**src/rtl/imem_arbiter.sv**
```systemverilog
// Instruction ROM arbiter between the fetch path and the load path.
// Define IMEM_ARB_RR_EN for round-robin; default is fixed priority with a starvation counter.
module imem_arbiter #(
   parameter int ADDR_W   = 32,
   parameter int DATA_W   = 32,
   parameter int MAX_WAIT = 4
) (
   input  logic              clk,
   input  logic              rst,
   input  logic              if_req,
   input  logic [ADDR_W-1:0] if_addr,
   output logic              if_gnt,
   output logic              if_rvalid,
   output logic [DATA_W-1:0] if_rdata,
   input  logic              ls_req,
   input  logic [ADDR_W-1:0] ls_addr,
   output logic              ls_gnt,
   output logic              ls_rvalid,
   output logic [DATA_W-1:0] ls_rdata,
   output logic              ls_err,
   output logic              rom_ce,
   output logic [ADDR_W-1:0] rom_addr,
   input  logic [DATA_W-1:0] rom_data
);

   logic ls_win;
   logic ls_mis;

   assign ls_mis = ls_addr[1:0] != 2'b00;

`ifdef IMEM_ARB_RR_EN
   typedef enum logic {
      GNT_IF,
      GNT_LS
   } gnt_e;

   gnt_e last_gnt;

   // On conflict the side that was not served most recently wins.
   assign ls_win = ls_req && (!if_req || last_gnt == GNT_IF);

   always_ff @(posedge clk or negedge rst) begin
      if (!rst) begin
         last_gnt <= GNT_LS;
      end else if (if_gnt) begin
         last_gnt <= GNT_IF;
      end else if (ls_gnt) begin
         last_gnt <= GNT_LS;
      end
   end
`else
   localparam int CW = $clog2(MAX_WAIT + 1);
   localparam logic [CW-1:0] WAIT_MAX = CW'(MAX_WAIT);

   logic [CW-1:0] wait_cnt;

   // A load that has lost MAX_WAIT times overrides fetch priority.
   assign ls_win = ls_req && (!if_req || wait_cnt == WAIT_MAX);

   always_ff @(posedge clk or negedge rst) begin
      if (!rst) begin
         wait_cnt <= '0;
      end else if (!ls_req || ls_gnt) begin
         wait_cnt <= '0;
      end else if (wait_cnt != WAIT_MAX) begin
         wait_cnt <= wait_cnt + 1'b1;
      end
   end
`endif

   assign if_gnt = rst && if_req && !ls_win;
   assign ls_gnt = rst && ls_win;

   always_comb begin
      rom_ce   = 1'b0;
      rom_addr = '0;
      unique case (1'b1)
         if_gnt: begin
            rom_ce   = 1'b1;
            rom_addr = if_addr;
         end
         (ls_gnt && !ls_mis): begin
            rom_ce   = 1'b1;
            rom_addr = ls_addr;
         end
         default: begin
            rom_ce   = 1'b0;
            rom_addr = '0;
         end
      endcase
   end

   always_ff @(posedge clk or negedge rst) begin
      if (!rst) begin
         if_rvalid <= 1'b0;
         if_rdata  <= '0;
         ls_rvalid <= 1'b0;
         ls_rdata  <= '0;
         ls_err    <= 1'b0;
      end else begin
         if_rvalid <= if_gnt;
         ls_rvalid <= ls_gnt;
         ls_err    <= ls_gnt && ls_mis;
         if (if_gnt) begin
            if_rdata <= rom_data;
         end
         if (ls_gnt) begin
            ls_rdata <= ls_mis ? '0 : rom_data;
         end
      end
   end

endmodule

```
**config.mk**
```make
export PLATFORM = sky130hd
export DESIGN_NAME = imem_arbiter
export DESIGN_NICKNAME = d
export VERILOG_FILES = /design/src/rtl/imem_arbiter.sv
export SDC_FILE = /design/constraint.sdc
export NUM_CORES = 1
export LEC_CHECK = 0
export ABC_CLOCK_PERIOD_IN_PS = 2100
export CORE_MARGIN = 3
export CORE_UTILIZATION = 37
export DETAILED_ROUTE_END_ITERATION = 12
export GPL_ROUTABILITY_DRIVEN = 0
export PLACE_DENSITY_LB_ADDON = 0.12
export SLEW_MARGIN = 0
export SYNTH_ARGS = -nofsm -noshare
export SYNTH_HDL_FRONTEND = slang
export SYNTH_SLANG_ARGS = --single-unit
```
**constraint.sdc**
```tcl
create_clock -name clk -period 2.1 [get_ports clk]
set_input_delay 0.21 -clock clk [delete_from_list [all_inputs] [get_ports clk]]
set_output_delay 0.21 -clock clk [all_outputs]
set_load 0.01 [all_outputs]
```
======== After elaboration in Yosys (flattened, before gate mapping) ========
Cells that the tools add are included.
storage, ports and cells
  output and inout port bits .............. 102
  bits of input ports ..................... 100
  flip-flop bits (word level) ............. 70
  logic and storage cells ................. 29
cells by class
  reduce and logical (&&, ||, !) cells .... 15
  muxes and demuxes ....................... 5
  equal/unequal tests ..................... 2
  add/subtract/negate cells ............... 1
operator list
  cell                   count
  $pmux W32 S2           1
  $mux W32               1
  $logic_and A1 B1 Y1    6
  $mux W3                2
  $logic_not A1 Y1       4
  $reduce_bool A2 Y1     2
  $add A3 B1 Y3 const B  1
  $eq A3 B3 Y1 const B   1
  $ne A3 B3 Y1 const B   1
  $logic_or A1 B1 Y1     2
  $reduce_or A2 Y1       1
  $mux W1                1

======== Longest topological paths before layout ========
  word-level depth ........................ 7
  gate-level depth with buffers ........... 7
  depth with buffers taken out ............ 5

======== Worst setup path before layout ========
Ideal clock, no wire load.
  path kind ............................... reg2out
  start ................................... register wait_cnt[0]
  end ..................................... output port rom_addr[10]
  slack ................................... 354 ps
  stages on the path, launching flop included .. 7
  data arrival time ....................... 1536 ps
  cells stage by stage .................... dfrtp_1 > inv_1 > ha_1 > nand2_2 > a2111oi_4 > buf_6 > a22o_1
on the way
  word-level cells in the longest chain between the ends .. 6
  elaborated cells on any way between the ends .. 8
  those cells by class .................... 1 x eq/ne; 1 x mux; 6 x reduce/logical
RTL lines
  element                                                  line    source
  from (decl)                                              55      logic [CW-1:0] wait_cnt;
  from (signal assigned)                                   66      wait_cnt <= wait_cnt + 1'b1;
  $eq A3 B3 Y1 *                                           58      assign ls_win = ls_req && (!if_req || wait_cnt == WAIT_MAX);
  $logic_or A1 B1 Y1 *                                     58
  $logic_and A1 B1 Y1 *                                    58
  $logic_and A1 B1 Y1 or $logic_not A1 Y1 (tied branches)  72, 71
  $logic_and A1 B1 Y1 (on tied branches)                   82, 71
  $pmux W32 S2 *                                           77      unique case (1'b1)
  to (decl)                                                22      output logic [ADDR_W-1:0] rom_addr,
Every way passes the cells marked *; elsewhere a longest branch is shown, timed or not.

======== Worst setup path in the final report ========
  start ................................... register wait_cnt[0]
  end ..................................... output port rom_addr[3]
Same word-level chain as after synthesis.

==> impl_results.md <==
- FF-to-FF End: if_rdata[12]$_DFFE_PN0N_
- Storage cell area: 0.00175 sq mm
- Worst R2R Setup Slack: 0.12 ns
- Core Area: 0.00834 sq mm
- Total GRT Usage: 22.7%
- Total number of vias: 2924
- CTS Hold Buffers Added: 0
- Post-place setup slack: -0.310 ns
- Sequential area share after synthesis: 54.4%
- Yosys top cell area share: 54.4%
- Combinational power share: 30.0%
- Clock power share: 28.4%
- Initial Util: 38.6%
- Post-DP HPWL: 8000 microns
- Psw: 1070 uW
- Crit path DAT: 2.07 ns
- DRT antenna net count: 0
- Worst-path fanout max: 8
- Sum Neg Setup Slack: -3.82 ns
- Fin Clk Skew: 0.00821 ns
- Vias in the first global route: 3123
- Total clock buffers created by CTS: 9
- Yosys Warn Count: 0
- Die Wd: 99.3 microns
- Peak supply drop: 0.667 mV
- Flop pwr share: 41.5%
- Switching Share: 27.3%
- Status: finished, violations left
- Seq cells post-synth: 70
- Max clock buf depth: 2
- Fill cell count: 642
- Diodes inserted: 0
- Hold Violations, Final: 0
- Final setup margin: -0.185 ns
- Area growth from synthesis to layout: 79.0%
- Largest net degree at the start of global routing: 71
- Tcrit/Tclk final: 109%
- Iteration count of the initial detailed-routing pass: 4
- Yosys top cell by area: dfrtp_1
- Power Density: 679 mW/mm^2
- Root Driver: clkbuf_8
- HP Class: in -> async
- Avg Vias per Cell: 4.83
- Clk Latency, worst-skew pair: 0.34 ns
- CTS tree: done
- Achievable Freq: 0.438 GHz
- Clk sinks: 70
- Setup-failing EPs final: 31
- First-pass GRT wire length: 17300 microns
- DRT iter0 DRCs: 57
- Nets@finish: 598
- WL per Instance: 18.0 microns
- Critical path endpoint category: output port
- Max Cap Viol: 0
- Synthesized area per cell: 12.0 sq um
- Reg-to-reg startpoint: wait_cnt[0]$_DFFE_PN0P_
- Boundary Pins: 202
- Min Tclk post-route: 2.28 ns
- # H-tree levels: 3
- Die area: 0.00985 sq mm
- Initial antenna violation count: 0
- Unrepaired setup endpoints after global routing: true
- Slew HR: 40.4%
- Critical path class: reg -> out
- Syn nets: 370
- Int Pwr: 2840 uW
- Mapped cell area: 0.00322 sq mm
- Least-Margin Pin Slew: 0.895 ns
- Share of layout cells above drive strength 1: 25.1%
- Clock Pin Slew Worst Setup and Hold Paths: 0.07 ns
- Routed wire length: 10900 microns
- Leak: 0.00251 uW
- Top cells by area, synth: dfrtp_1, mux2_2, mux2i_1, a22o_1, nand2_1
- CP required: 1.89 ns
- Netlist cell types: 22
- Multi-input logic area: 0.00128 sq mm
- Minimum hold slack: 0.0903 ns
- R2R cell count: 9
- CP startpoint kind: flop
- Failing checks: setup timing
- Slew Viols, Final: 0
- Grt ovf: 0
- Post-synthesis cell count: 268
- Chip Height: 99.3 microns
- Rows: 33
- Residual DRC: 0
- IO Port Bufs: 201
registers in the layout, summed over array words and instances (netlist names):
| register | cells |
|---|---|
| if_rdata | 32 |
| ls_rdata | 32 |
| wait_cnt | 3 |
| if_rvalid | 1 |
| ls_err | 1 |
| ls_rvalid | 1 |
routing by layer:
layer  GRT usage (%)  share of wire [%]  wire (microns)  vias to the layer above
met5               0                  0               0                        -
met4            8.30                3.2             348                        0
met3            6.38                7.7             838                       26
met2            40.3                 52            5720                      128
met1            25.8                 37            4020                     1409
li1                -                  -               -                     1361
cells in the final DEF (no fill, tap or decap), types with 21 or more instances in the layout:
cell type and n:
inv_1 32, mux2i_1 33, clkdlybuf4s50_1 165, nand2_1 35
buf_2 26, mux2_2 32, a22o_1 29, dfrtp_1 70
buf_4 21
per-stage QoR:
step | cells | cell area (sq um) | total power (uW) | util, %
global placement | 576 | 5450 | 2780 | 65.4
CTS | 603 | 5730 | 3950 | 68.7
finish | 606 | 5760 | 3910 | 69.1
detailed placement | 576 | 5450 | 2810 | 65.4
global route | 606 | 5760 | 4130 | 69.1
floorplan | 268 | 3220 | 2040 | -
kinds of logic after synthesis:
logic type | synth area share (%)
AOI/OAI and AO/OA | 9.37
xor gates and xnor gates | 0.272
adders and majority gates | 0.777
buffers and inverters | 7.54
DFF | 54.4
muxes | 21.5
and+or+nand+nor | 6.14
worst max-delay path by stage:
stage                            start           end  slack (ns)  cells after the start
2_1_floorplan  wait_cnt[0]$_DFFE_PN0P_  rom_addr[10]        0.35                      6
3_3_place_gp                    ls_req   rom_addr[5]       -0.26                      6
3_5_place_dp                    ls_req   rom_addr[5]       -0.31                      6
4_1_cts        wait_cnt[1]$_DFFE_PN0P_   rom_addr[2]       -0.15                     10
5_1_grt        wait_cnt[0]$_DFFE_PN0P_   rom_addr[3]       -0.27                      9
6_report       wait_cnt[0]$_DFFE_PN0P_   rom_addr[3]       -0.18                      9
Yosys cell counts:
library cell / count
inv_1: 34
a2111oi_4: 1
a21oi_1: 1
a22o_1: 30
buf_2: 5
mux2_2: 32
buf_4: 6
nand2_2: 1
buf_6: 3
nand2_1: 35
nor4b_1: 1
a31oi_1: 1
nor2b_1: 1
or2_2: 1
xnor2_1: 1
and2_1: 2
clkbuf_1: 3
dfrtp_1: 70
nor3b_1: 2
mux2i_1: 33
ha_1: 2
nor2_1: 3
critical path, stage by stage, from the launching register on:
cell and delay (ns):
dfrtp_1 0.39, inv_2 0.08, ha_4 0.15, nand2_4 0.06, a2111oi_4 0.34, buf_4 0.19
buf_12 0.11, buf_16 0.11, a22o_1 0.16, buf_2 0.15
what timing repair did:
action / CTS / global route
pin swaps: 9 / 11
setup buffers: 7 / 4
endpoints found under the setup margin: 35 / 32
cloned: 4 / 0
gates resized for setup: 146 / 13
power groups by stage:
stage | clock network [uW] | logic (uW) | registers, uW
floorplan | 0 | 302 | 1730
global placement | 0 | 1140 | 1640
detailed placement | 0 | 1160 | 1650
CTS | 1150 | 1170 | 1630
global route | 1220 | 1260 | 1650
finish | 1110 | 1170 | 1620
layout make-up:
type	instances	area share, %
clock buffers	10	2.39
well taps	105	2.28
clock inverters	6	1.19
repair buffers	234	39.3
inverters	34	2.21
multi-input cells	147	22.2
flip-flops and latches	70	30.4
Note: power is estimated with default switching activity, not from simulation.
